--- src/rtl/hdc_search_pkg.sv ---
// Shared types, widths and helpers for the HDC associative-memory search blocks.
package hdc_search_pkg;

    localparam int unsigned HDC_W_BITS      = 64;
    localparam int unsigned HDC_NUM_CLASSES = 8;
    localparam int unsigned HDC_NUM_FRAMES  = 3;
    localparam int unsigned HDC_FID_W       = $clog2(HDC_NUM_CLASSES);
    localparam int unsigned HDC_FIDX_W      = 2;
    localparam int unsigned HDC_DW          = $clog2(HDC_NUM_FRAMES * HDC_W_BITS + 1);
    localparam int unsigned HDC_PC_W        = $clog2(HDC_W_BITS + 1);

    typedef enum logic [1:0] {
        LOAD   = 2'd0,
        SEARCH = 2'd1,
        DONE   = 2'd2
    } search_state_t;

    // Population count of one frame-width vector.
    function automatic logic [HDC_PC_W-1:0] popcount(input logic [HDC_W_BITS-1:0] v);
        logic [HDC_PC_W-1:0] s;
        s = '0;
        for (int unsigned i = 0; i < HDC_W_BITS; i++) begin
            s = s + HDC_PC_W'(v[i]);
        end
        return s;
    endfunction

endpackage

--- src/rtl/hamming_popcount.sv ---
// Combinational Hamming distance between two W-bit vectors (XOR then population count).
module hamming_popcount #(
    parameter int unsigned W = 64
) (
    input  logic [W-1:0]             vec_a,
    input  logic [W-1:0]             vec_b,
    output logic [$clog2(W+1)-1:0]   dist_c
);

    localparam int unsigned PC_W = $clog2(W + 1);

    logic [W-1:0] diff;

    assign diff = vec_a ^ vec_b;

    always_comb begin
        dist_c = '0;
        for (int unsigned i = 0; i < W; i++) begin
            dist_c = dist_c + PC_W'(diff[i]);
        end
    end

endmodule

--- src/rtl/class_hvec_search.sv ---
// Nearest-class search: loads a query hypervector, walks every class frame by frame
// through the generator, and reports the class with the smallest Hamming distance.
module class_hvec_search
    import hdc_search_pkg::*;
#(
    parameter int unsigned DI_PARALLEL_W_BITS = HDC_W_BITS,
    parameter int unsigned NUM_CLASSES        = HDC_NUM_CLASSES,
    parameter int unsigned NUM_FRAMES         = HDC_NUM_FRAMES
) (
    input  logic                                               clk,
    input  logic                                               rst_n,
    input  logic                                               q_valid,
    output logic                                               q_ready,
    input  logic [DI_PARALLEL_W_BITS-1:0]                      q_data,
    output logic [$clog2(NUM_CLASSES)-1:0]                     frame_id,
    output logic [1:0]                                         frame_index,
    input  logic [DI_PARALLEL_W_BITS-1:0]                      class_vec_in,
    output logic                                               res_valid,
    input  logic                                               res_ready,
    output logic [$clog2(NUM_CLASSES)-1:0]                     res_class,
    output logic [$clog2(NUM_FRAMES*DI_PARALLEL_W_BITS+1)-1:0] res_dist,
    output logic                                               busy
);

    localparam int unsigned FID_W  = $clog2(NUM_CLASSES);
    localparam int unsigned FIDX_W = 2;
    localparam int unsigned DW     = $clog2(NUM_FRAMES * DI_PARALLEL_W_BITS + 1);
    localparam int unsigned PC_W   = $clog2(DI_PARALLEL_W_BITS + 1);

    localparam logic [FIDX_W-1:0] LAST_FRM = FIDX_W'(NUM_FRAMES - 1);
    localparam logic [FID_W-1:0]  LAST_CLS = FID_W'(NUM_CLASSES - 1);

    search_state_t           state_q, state_d;
    logic [FIDX_W-1:0]       ld_cnt_q, ld_cnt_d;
    logic [FID_W-1:0]        cls_cnt_q, cls_cnt_d;
    logic [FIDX_W-1:0]       frm_cnt_q, frm_cnt_d;
    logic [DW-1:0]           acc_q, acc_d;
    logic [DW-1:0]           best_dist_q, best_dist_d;
    logic [FID_W-1:0]        best_class_q, best_class_d;
    logic [FID_W-1:0]        res_class_q, res_class_d;
    logic [DW-1:0]           res_dist_q, res_dist_d;
    logic                    q_ready_q, q_ready_d;
    logic                    res_valid_q, res_valid_d;
    logic                    busy_q, busy_d;
    logic [FID_W-1:0]        frame_id_q, frame_id_d;
    logic [FIDX_W-1:0]       frame_index_q, frame_index_d;
    logic [DI_PARALLEL_W_BITS-1:0] query_q [NUM_FRAMES];
    logic [DI_PARALLEL_W_BITS-1:0] query_d [NUM_FRAMES];

    logic                    q_acc_c;
    logic [PC_W-1:0]         pc_c;
    logic [DW-1:0]           total_c;
    logic                    better_c;
    logic [DW-1:0]           win_dist_c;
    logic [FID_W-1:0]        win_class_c;

    assign q_acc_c = q_valid && q_ready_q;

    hamming_popcount #(
        .W (DI_PARALLEL_W_BITS)
    ) u_hamming_popcount (
        .vec_a  (query_q[frm_cnt_q]),
        .vec_b  (class_vec_in),
        .dist_c (pc_c)
    );

    // Running class distance and the winner including this cycle's compare; strict < keeps the lower index on ties.
    assign total_c     = acc_q + DW'(pc_c);
    assign better_c    = total_c < best_dist_q;
    assign win_dist_c  = better_c ? total_c : best_dist_q;
    assign win_class_c = better_c ? cls_cnt_q : best_class_q;

    always_comb begin
        query_d = query_q;
        if (q_acc_c) begin
            query_d[ld_cnt_q] = q_data;
        end
    end

    always_comb begin
        state_d      = state_q;
        ld_cnt_d     = ld_cnt_q;
        cls_cnt_d    = cls_cnt_q;
        frm_cnt_d    = frm_cnt_q;
        acc_d        = acc_q;
        best_dist_d  = best_dist_q;
        best_class_d = best_class_q;
        res_class_d  = res_class_q;
        res_dist_d   = res_dist_q;

        case (state_q)
            LOAD: begin
                if (q_acc_c) begin
                    if (ld_cnt_q == LAST_FRM) begin
                        ld_cnt_d     = '0;
                        cls_cnt_d    = '0;
                        frm_cnt_d    = '0;
                        acc_d        = '0;
                        best_dist_d  = '1;
                        best_class_d = '0;
                        state_d      = SEARCH;
                    end else begin
                        ld_cnt_d = ld_cnt_q + FIDX_W'(1);
                    end
                end
            end
            SEARCH: begin
                if (frm_cnt_q == LAST_FRM) begin
                    best_dist_d  = win_dist_c;
                    best_class_d = win_class_c;
                    acc_d        = '0;
                    frm_cnt_d    = '0;
                    cls_cnt_d    = cls_cnt_q + FID_W'(1);
                    if (cls_cnt_q == LAST_CLS) begin
                        res_class_d = win_class_c;
                        res_dist_d  = win_dist_c;
                        state_d     = DONE;
                    end
                end else begin
                    acc_d     = total_c;
                    frm_cnt_d = frm_cnt_q + FIDX_W'(1);
                end
            end
            DONE: begin
                if (res_ready) begin
                    state_d = LOAD;
                end
            end
            default: begin
                state_d = LOAD;
            end
        endcase

        q_ready_d     = (state_d == LOAD);
        busy_d        = (state_d == SEARCH);
        res_valid_d   = (state_d == DONE);
        frame_id_d    = (state_d == SEARCH) ? cls_cnt_d : '0;
        frame_index_d = (state_d == SEARCH) ? frm_cnt_d : '0;
    end

    always_ff @(posedge clk or negedge rst_n) begin
        if (!rst_n) begin
            state_q       <= LOAD;
            ld_cnt_q      <= '0;
            cls_cnt_q     <= '0;
            frm_cnt_q     <= '0;
            acc_q         <= '0;
            best_dist_q   <= '1;
            best_class_q  <= '0;
            res_class_q   <= '0;
            res_dist_q    <= '0;
            q_ready_q     <= 1'b1;
            res_valid_q   <= 1'b0;
            busy_q        <= 1'b0;
            frame_id_q    <= '0;
            frame_index_q <= '0;
        end else begin
            state_q       <= state_d;
            ld_cnt_q      <= ld_cnt_d;
            cls_cnt_q     <= cls_cnt_d;
            frm_cnt_q     <= frm_cnt_d;
            acc_q         <= acc_d;
            best_dist_q   <= best_dist_d;
            best_class_q  <= best_class_d;
            res_class_q   <= res_class_d;
            res_dist_q    <= res_dist_d;
            q_ready_q     <= q_ready_d;
            res_valid_q   <= res_valid_d;
            busy_q        <= busy_d;
            frame_id_q    <= frame_id_d;
            frame_index_q <= frame_index_d;
        end
    end

    // Query payload needs no reset; it is always written before it is read.
    always_ff @(posedge clk) begin
        query_q <= query_d;
    end

    assign q_ready     = q_ready_q;
    assign busy        = busy_q;
    assign res_valid   = res_valid_q;
    assign res_class   = res_class_q;
    assign res_dist    = res_dist_q;
    assign frame_id    = frame_id_q;
    assign frame_index = frame_index_q;

endmodule

--- config.mk ---
export PLATFORM = sky130hd
export DESIGN_NAME = class_hvec_search
export DESIGN_NICKNAME = d
export VERILOG_FILES = /design/src/rtl/hdc_search_pkg.sv /design/src/rtl/hamming_popcount.sv /design/src/rtl/class_hvec_search.sv
export SDC_FILE = /design/constraint.sdc
export NUM_CORES = 1
export LEC_CHECK = 0
export CAP_MARGIN = 20
export CORE_MARGIN = 10
export CORE_UTILIZATION = 56
export DETAILED_ROUTE_END_ITERATION = 10
export GPL_ROUTABILITY_DRIVEN = 0
export PLACE_DENSITY = 0.83
export SLEW_MARGIN = 20
export SYNTH_ARGS = -nofsm -noshare
export SYNTH_HDL_FRONTEND = slang
export SYNTH_HIERARCHICAL = 1
export SYNTH_SLANG_ARGS = --single-unit
--- constraint.sdc ---
create_clock -name clk -period 10.4 [get_ports clk]
set_clock_uncertainty 0.2 [all_clocks]
set_input_delay 2.08 -clock clk [delete_from_list [all_inputs] [get_ports clk]]
set_output_delay 2.08 -clock clk [all_outputs]
set_load 0.05 [all_outputs]
---- Word-level counts from Yosys, hierarchy flattened ----
Cells that the tools add are included.
storage, ports and cells
  flip-flop bits (word level) ............. 239
  input bits .............................. 132
  output and inout bits ................... 19
  logic and storage cells ................. 147
operators by class
  $add $sub $neg .......................... 67
  $lt $le $gt $ge ......................... 4
  eq/ne operators ......................... 10
  mux-type cells .......................... 37
  bitwise logic cells ..................... 3
  reduce and logical (&&, ||, !) cells .... 9
operator list
  cell                                                       count
  adder 7 x 1 -> 7 bit                                       62
  bitwise mux 192 bit                                        1
  2-to-1 mux 64 bit                                          3
  binary-select mux 64 bit (select 2 bit)                    1
  demux 64 bit (select 2 bit)                                1
  XOR 64 bit                                                 1
  2-to-1 mux 8 bit                                           7
  one-hot mux 8 bit (2 select lines)                         2
  2-to-1 mux 3 bit                                           8
  2-to-1 mux 2 bit                                           10
  one-hot mux 3 bit (2 select lines)                         2
  adder 8 x 7 -> 8 bit                                       1
  equality test 2 bit (second input constant)                4
  < comparator 8 bit                                         1
  greater-or-equal comparator 3 bit (second input constant)  2
  inequality test 2 bit (second input constant)              3
  NOT 2 -> 3 bit                                             2
  one-hot mux 2 bit (3 select lines)                         1
  AND reduction 3 bit                                        2
  adder 2 x 1 -> 2 bit (second input constant)               2
  equality test 2 x 1 -> 1 bit (second input constant)       2
  zero test 2 bit                                            2
  one-hot mux 2 bit (2 select lines)                         1
  AND reduction 4 bit                                        1
  other kinds (7)                                            8

---- Depth between registers and ports, before layout ----
Gate-level depths: netlist (run 1).
  depth after elaboration ................. 73
  mapped depth ............................ 39

---- Hierarchy ----
The synthesis (run 1) kept the hierarchy.
modules (own cells, without submodules)
  module             instances  cells each  area each (um2)  sequential area each (um2)
  class_hvec_search  1          650         9,625.5          6,952.9
  hamming_popcount   1          213         2,197.1          0.0

---- Worst setup path after synthesis (run 1) ----
OpenSTA, ideal clock, no wires.
  path type ............................... input to register
  start point ............................. input port class_vec_in[63]
  end point ............................... register best_dist_q[1]
  setup time .............................. 0.082 ns
  data arrival time ....................... 9.797 ns
  data required time ...................... 10.118 ns
  setup slack ............................. 0.320 ns
  stages .................................. 29
  path buffers ............................ 1
  cells stage by stage .................... xor2_1 fa_1 fa_1 inv_1 fa_1 fa_1 inv_1 fa_1 fa_1 inv_1 fa_1 inv_1 fa_1 ha_1 fa_1 a211o_1 a21oi_1 o21bai_1 ha_1 nor2b_1 or3b_2 nand3_1 ha_1 nand2_1 o21a_1 o31ai_4 nor3_2 buf_6 mux2_4
on the way
  cells in the longest elaborated chain, start to end .. 7
ends and longest elaborated chain
  item                                RTL line                  RTL
  start, declared                     class_hvec_search.sv:17   input logic [DI_PARALLEL_W_BITS-1:0] class_vec_in,
  XOR 64 bit                          hamming_popcount.sv:14    assign diff = vec_a ^ vec_b;
  adder 7 x 1 -> 7 bit                hamming_popcount.sv:19    dist_c = dist_c + PC_W'(diff[i]);
  named net pc_c[6]                   class_hvec_search.sv:51   logic [PC_W-1:0] pc_c;
  adder 8 x 7 -> 8 bit                class_hvec_search.sv:68   assign total_c = acc_q + DW'(pc_c);
  < comparator 8 bit                  class_hvec_search.sv:69   assign better_c = total_c < best_dist_q;
  2-to-1 mux 8 bit                    class_hvec_search.sv:70   assign win_dist_c = better_c ? total_c : best_dist_q;
  2-to-1 mux 8 bit                    class_hvec_search.sv:108  if (frm_cnt_q == LAST_FRM) begin
  one-hot mux 8 bit (2 select lines)  class_hvec_search.sv:91   case (state_q)
  end signal, assigned                class_hvec_search.sv:163  best_dist_q <= best_dist_d;
  end, declared                       class_hvec_search.sv:38   logic [DW-1:0] best_dist_q, best_dist_d;
The timed path passes the listed nets, and every way through them passes these cells. The select of a mux whose other input is x is not followed.
A chain may end at the register's enable or synchronous reset.

---- Final worst setup path (run 1) ----
  start point ............................. input port class_vec_in[45]
  end point ............................... register best_class_q[1]
on the way
  cells in the longest elaborated chain, start to end .. 25
ends and longest elaborated chain
  item                                RTL line                  RTL
  XOR 64 bit                          hamming_popcount.sv:14
  adder 7 x 1 -> 7 bit (19 in a row)  hamming_popcount.sv:19
  named net pc_c[4]                   class_hvec_search.sv:51
  adder 8 x 7 -> 8 bit                class_hvec_search.sv:68
  < comparator 8 bit                  class_hvec_search.sv:69
  2-to-1 mux 3 bit                    class_hvec_search.sv:71   assign win_class_c = better_c ? cls_cnt_q : best_class_q;
  2-to-1 mux 3 bit                    class_hvec_search.sv:108
  one-hot mux 3 bit (2 select lines)  class_hvec_search.sv:91
  end signal, assigned                class_hvec_search.sv:164  best_class_q <= best_class_d;
  end, declared                       class_hvec_search.sv:39   logic [FID_W-1:0] best_class_q, best_class_d;
The timed path passes the listed nets, and every way through them passes these cells. The select of a mux whose other input is x is not followed.

==> impl_metrics.env, run 1 <==
export IMPL_grt_max_degree=70
export IMPL_placed_area_um2=13900
export IMPL_final_period_utilization=0.969
export IMPL_ys_seq_area_frac=0.588
export IMPL_synthesis_area_um2=11800
export IMPL_design_area_um2=15100
export IMPL_slew_viol_final=0
export IMPL_worstMarginPinSlew_ps=1000
export IMPL_path_class="in2reg"
export IMPL_drive_gt1_frac=0.146
export IMPL_ff2ff_setup_slack_ps=560
export IMPL_synthMuxAreaShare=0.0738
export IMPL_setup_viol=0
export IMPL_critPathMaxStageDelay_ps=560
export IMPL_clk_pin_slew_ps=60
export IMPL_track_usage=0.195
export IMPL_grt_pass1_wl_mm=41.8
export IMPL_clock_latency_ps=510
export IMPL_status="finished, final reports clean"
export IMPL_drtIter0Drc=410
export IMPL_dieArea_um2=27300
export IMPL_initial_core_util=0.566
export IMPL_viasPerCell=5.37
export IMPL_ys_warn_count=6
export IMPL_synthAdderAreaFrac=0.126
export IMPL_rsz0062_at_grt="false"
export IMPL_fmax_mhz=99.2
export IMPL_die_height_um=165
export IMPL_critPathArrivalTime_ps=10310
export IMPL_layout_common_cells="edfxtp_1 (192), clkdlybuf4s50_1 (116), nand2_1 (97)"
export IMPL_synth_cell_types=53
export IMPL_cpMaxStageDelayCell="fa_1"
export IMPL_nNetsFinal=1265
export IMPL_vias=7208
export IMPL_drtAntennaViolNets=0
export IMPL_drtPass1Iterations=4
export IMPL_syn_inst=863
export IMPL_critPathMaxFanout=7
export IMPL_cap_violations=0
export IMPL_synth_seq_cells=239
export IMPL_routed_wirelength_mm=26.7
export IMPL_synth_compound_area_share=0.0680
export IMPL_wl_per_cell_um=19.9
export IMPL_fill_cells=1377
export IMPL_synth_top_family_by_area="adder cells"
export IMPL_startpoint_type="input port"
export IMPL_tritoncts="built"
export IMPL_yosys_area_share_simple=0.0560
export IMPL_finalHoldViolCount=0
export IMPL_area_growth_syn_to_layout_pct=27.8
export IMPL_clock_tree_root_cell="clkbuf_16"
export IMPL_syn_avg_cell_area_um2=13.7
export IMPL_final_common_cell="edfxtp_1"
export IMPL_cts_made_buffers=25
export IMPL_cpMostUsedCell="fa_1"
export IMPL_min_period_ps=10080
export IMPL_synth_edf_count=192
export IMPL_clock_path_buffers=3
export IMPL_antenna_found_initial=2
export IMPL_core_area_um2=20900
export IMPL_synth_fp_nets=1081
export IMPL_drc_errors=0
export IMPL_grt_pass1_vias=7980
export IMPL_ys_flop_type="edfxtp_1"
export IMPL_tns_ps=0
export IMPL_relSlewSlack=0.333
export IMPL_post_cts_buffers=0
export IMPL_place_hpwl_mm=18.2
export IMPL_postSynth_asyncResetShare=0.197
export IMPL_setup_worst_path_end_class="flop"
export IMPL_cts_htree_levels=1
export IMPL_synth_xor_area_frac=0.0526
export IMPL_clock_sinks=239
export IMPL_portBuffers=150
export IMPL_row_count=53
export IMPL_die_width_um=165
export IMPL_overflow=0
export IMPL_crit_required_ps=10630
export IMPL_min_path_type="reg2reg"
export IMPL_ioPinCount=151
-- worst max-delay path, delay by kind of cell --
family | cells | cell delay (ps)
fa+ha+maj | 12 | 5390
mux | 1 | 180
xor+xnor | 1 | 160
buf+inv | 8 | 740
compound gates | 9 | 1460
simple gates | 2 | 280
-- sequential cells by signal, summed over array words and instances (netlist names), 3 cells and up --
register      flops
acc_q             8
best_class_q      3
best_dist_q       8
cls_cnt_q         3
frame_id          3
query_q         192
res_class         3
res_dist          8
-- stage by stage --
stage               setup WS, ps  hold WS, ps  cells   util
CTS                         1.52          289   1340  0.706
detailed placement          -563          276   1295  0.663
finish                       317          282   1343  0.723
global route                43.5          319   1340  0.723
floorplan                    320          280    863      -
global placement            -337          269   1295  0.663
-- worst paths after layout --
path,from,endpoint,cells after the start
max,class_vec_in[45],best_class_q[1],33
min,res_class[1],res_class[1],2
max reg2reg,frm_cnt_q[0],best_class_q[1],36
min reg2reg,res_class[1],res_class[1],2
max in group asynchronous,rst_n,frm_cnt_q[0],1
min in group asynchronous,rst_n,res_class[0],1
-- cell type report --
cell class	count	area, um2	area share
Multi-Input combinational cell	519	4730	0.313
Antenna cell	3	7.51	0.000497
Sequential cell	239	6960	0.461
Inverter	74	278	0.0184
Tap cell	275	344	0.0228
Clock buffer	29	672	0.0445
Clock inverter	16	211	0.0140
Timing Repair Buffer	188	1900	0.126
-- metal layers --
layer / vias up / share of wire / GRT usage
met5: - / 0 / 0
met1: 3610 / 0.41 / 0.238
met2: 185 / 0.52 / 0.348
met4: 0 / 0.015 / 0.0483
li1: 3382 / - / -
met3: 31 / 0.055 / 0.0379
-- logic make-up (layout without fill, tap and decap cells) --
logic type,count (synthesis),after routing
AND/OR/NAND/NOR,148,148
buffers and inverters,105,307
other,0,3
flip-flops,239,239
adder cells (fa/ha/maj),86,86
XOR/XNOR,71,71
multiplexers,84,84
AO/OA/AOI/OAI,130,130
-- cells in the mapped netlist (all sizes together), types with 9 or more instances --
library cell / number / area, um2
inv: 74 / 278
buf: 12 / 71.3
dfstp: 9 / 236
nor2: 21 / 86.3
mux2i: 77 / 771
nand2: 97 / 364
edfxtp: 192 / 5770
dfrtp: 38 / 951
clkbuf: 19 / 71.3
xnor2: 26 / 228
ha: 31 / 388
o21ai: 79 / 395
a21oi: 13 / 65.1
fa: 55 / 1100
xor2: 45 / 394
-- repair_timing --
item,CTS,global route
pin swaps,4,44
resized for setup,4,81
gates cloned,0,0
hold buffers,0,0
setup endpoints to repair,20,22
Power of run 1 is not shown: default switching activity piles up to over one toggle a cycle in this logic, so the estimate is an artifact.
==> run 2: changes to the inputs <==
--- a/config.mk
+++ b/config.mk
@@ -5,12 +5,13 @@
 export SDC_FILE = /design/constraint.sdc
 export NUM_CORES = 1
 export LEC_CHECK = 0
+export ABC_CLOCK_PERIOD_IN_PS = 12200
 export CAP_MARGIN = 20
 export CORE_MARGIN = 10
-export CORE_UTILIZATION = 56
+export CORE_UTILIZATION = 60
 export DETAILED_ROUTE_END_ITERATION = 10
 export GPL_ROUTABILITY_DRIVEN = 0
-export PLACE_DENSITY = 0.83
+export PLACE_DENSITY = 0.88
 export SLEW_MARGIN = 20
 export SYNTH_ARGS = -nofsm -noshare
 export SYNTH_HDL_FRONTEND = slang
==> constraint.sdc (replaced) <==
create_clock -name clk -period 12.2 [get_ports clk]
set_clock_uncertainty 0.2 [all_clocks]
set_input_delay 2.44 -clock clk [delete_from_list [all_inputs] [get_ports clk]]
set_output_delay 2.44 -clock clk [all_outputs]
set_load 0.05 [all_outputs]
==> run 2 against run 1 <==
Die area decreased by 5.9%. Utilization increased by 1.9 points. Final cell count decreased by 2.8%. Via count decreased by 1.8%.
==> impl_metrics.env, run 2 (synthesis results as in run 1) <==
export IMPL_status="finished, final reports clean"
export IMPL_dieArea_um2=25700
export IMPL_nNetsFinal=1237
export IMPL_cpMostUsedCell="fa_1"
export IMPL_seqCellArea_um2=6960
export IMPL_tns_ps=0
export IMPL_crit_required_ps=12370
export IMPL_grt_pass1_wl_mm=40.9
export IMPL_critPathMaxStageDelay_ps=540
export IMPL_critPathArrivalTime_ps=11290
export IMPL_multi_input_area_um2=4470
export IMPL_area_growth_syn_to_layout_pct=21.7
export IMPL_final_common_cell="edfxtp_1"
export IMPL_hold_buffers=0
export IMPL_vias=7075
export IMPL_slew_viol_final=0
export IMPL_setup_viol=0
export IMPL_finalHoldViolCount=0
export IMPL_grt_pass1_vias=7791
export IMPL_place_hpwl_mm=18.1
export IMPL_clock_sinks=239
export IMPL_die_height_um=160
export IMPL_antenna_found_initial=3
export IMPL_startpoint_type="input port"
export IMPL_min_path_type="reg2reg"
export IMPL_clock_latency_ps=530
export IMPL_cts_htree_levels=1
export IMPL_fin_util=0.742
export IMPL_clk_pin_slew_ps=60
export IMPL_grt_max_degree=70
export IMPL_row_count=51
export IMPL_drive_gt1_frac=0.0713
export IMPL_path_class="in2reg"
export IMPL_min_period_ps=11120
export IMPL_fill_cells=1257
export IMPL_fmax_mhz=89.9
export IMPL_relSlewSlack=0.327
export IMPL_routed_wirelength_mm=26.0
export IMPL_layout_common_cells="edfxtp_1 (192), clkdlybuf4s50_1 (149), nand2_1 (97)"
export IMPL_worstMarginPinSlew_ps=1010
export IMPL_cts_made_buffers=25
export IMPL_drtIter0Drc=516
export IMPL_largest_reg_flops=192
export IMPL_clock_tree_root_cell="clkbuf_16"
export IMPL_viasPerCell=5.42
export IMPL_core_area_um2=19400
export IMPL_initial_core_util=0.609
export IMPL_cap_violations=0
export IMPL_drtAntennaViolNets=0
export IMPL_die_width_um=160
export IMPL_final_period_utilization=0.912
export IMPL_portBuffers=150
export IMPL_rsz0062_at_grt="false"
export IMPL_tritoncts="built"
export IMPL_ioPinCount=151
export IMPL_wl_per_cell_um=19.9
export IMPL_regMostFlops="query_q"
export IMPL_clock_path_buffers=3
export IMPL_setup_worst_path_end_class="flop"
export IMPL_overflow=0
export IMPL_timing_critical_path_buf_inv=7
export IMPL_critPathMaxFanout=9
export IMPL_drtPass1Iterations=5
export IMPL_post_cts_buffers=0
export IMPL_cts_repair_resized=0
export IMPL_drc_errors=0
export IMPL_cpMaxStageDelayCell="fa_1"
export IMPL_track_usage=0.199
export IMPL_critPathTopFamily="adder cells"
-- run 2: cell count changes in the layout (fill, tap and decap cells not counted), moves of 7 or more --
cell	change
clkdlybuf4s50_1	+33
dlymetal6s2s_1	-33
buf_4	-23
xnor2_1	+15
xnor2_2	-15
xor2_1	+7
xor2_2	-7
-- run 2: routing by layer --
layer	vias to the layer above	wire, um	track usage
met1	3475	10200	0.232
met4	2	892	0.0672
met2	203	13200	0.348
li1	3336	-	-
met5	-	20	0
met3	59	1630	0.0527
-- run 2: final timing paths --
kind	start	to	slack, ps	depth (start not counted)
setup / recovery	class_vec_in[49]	res_dist[5]	1080	31
min in group asynchronous	rst_n	frame_index[1]	1720	1
hold / removal	res_dist[0]	res_dist[0]	280	2
max in group asynchronous	rst_n	frm_cnt_q[0]	9640	1
hold reg to reg	res_dist[0]	res_dist[0]	280	2
setup reg to reg	frm_cnt_q[0]	res_dist[5]	1370	33
-- run 2: tightest hold or removal path: cells and delay by family, from the launching register on --
kind            cells  cell delay, ps
flops               1             340
compound gates      1              60
simple gates        1              50
-- run 2: stage by stage --
step | instance area, um2 | hold WS, ps | setup slack, ps | instances
4_1_cts | 14400 | 287 | 1060 | 1303
6_report | 14400 | 277 | 1080 | 1305
2_1_floorplan | 11800 | 280 | 1760 | 863
3_3_place_gp | 13600 | 264 | 895 | 1257
5_1_grt | 14400 | 307 | 637 | 1303
3_5_place_dp | 13600 | 274 | 560 | 1257
-- run 2: area by class of cell --
type	instances	share of cell area
Tap cell	265	0.0230
Clock inverter	13	0.00765
Multi-Input combinational cell	519	0.311
Timing Repair Buffer	160	0.109
Inverter	74	0.0193
Sequential cell	239	0.483
Clock buffer	33	0.0462
Antenna cell	2	0.000348
Power of run 2 is left out for the same reason.
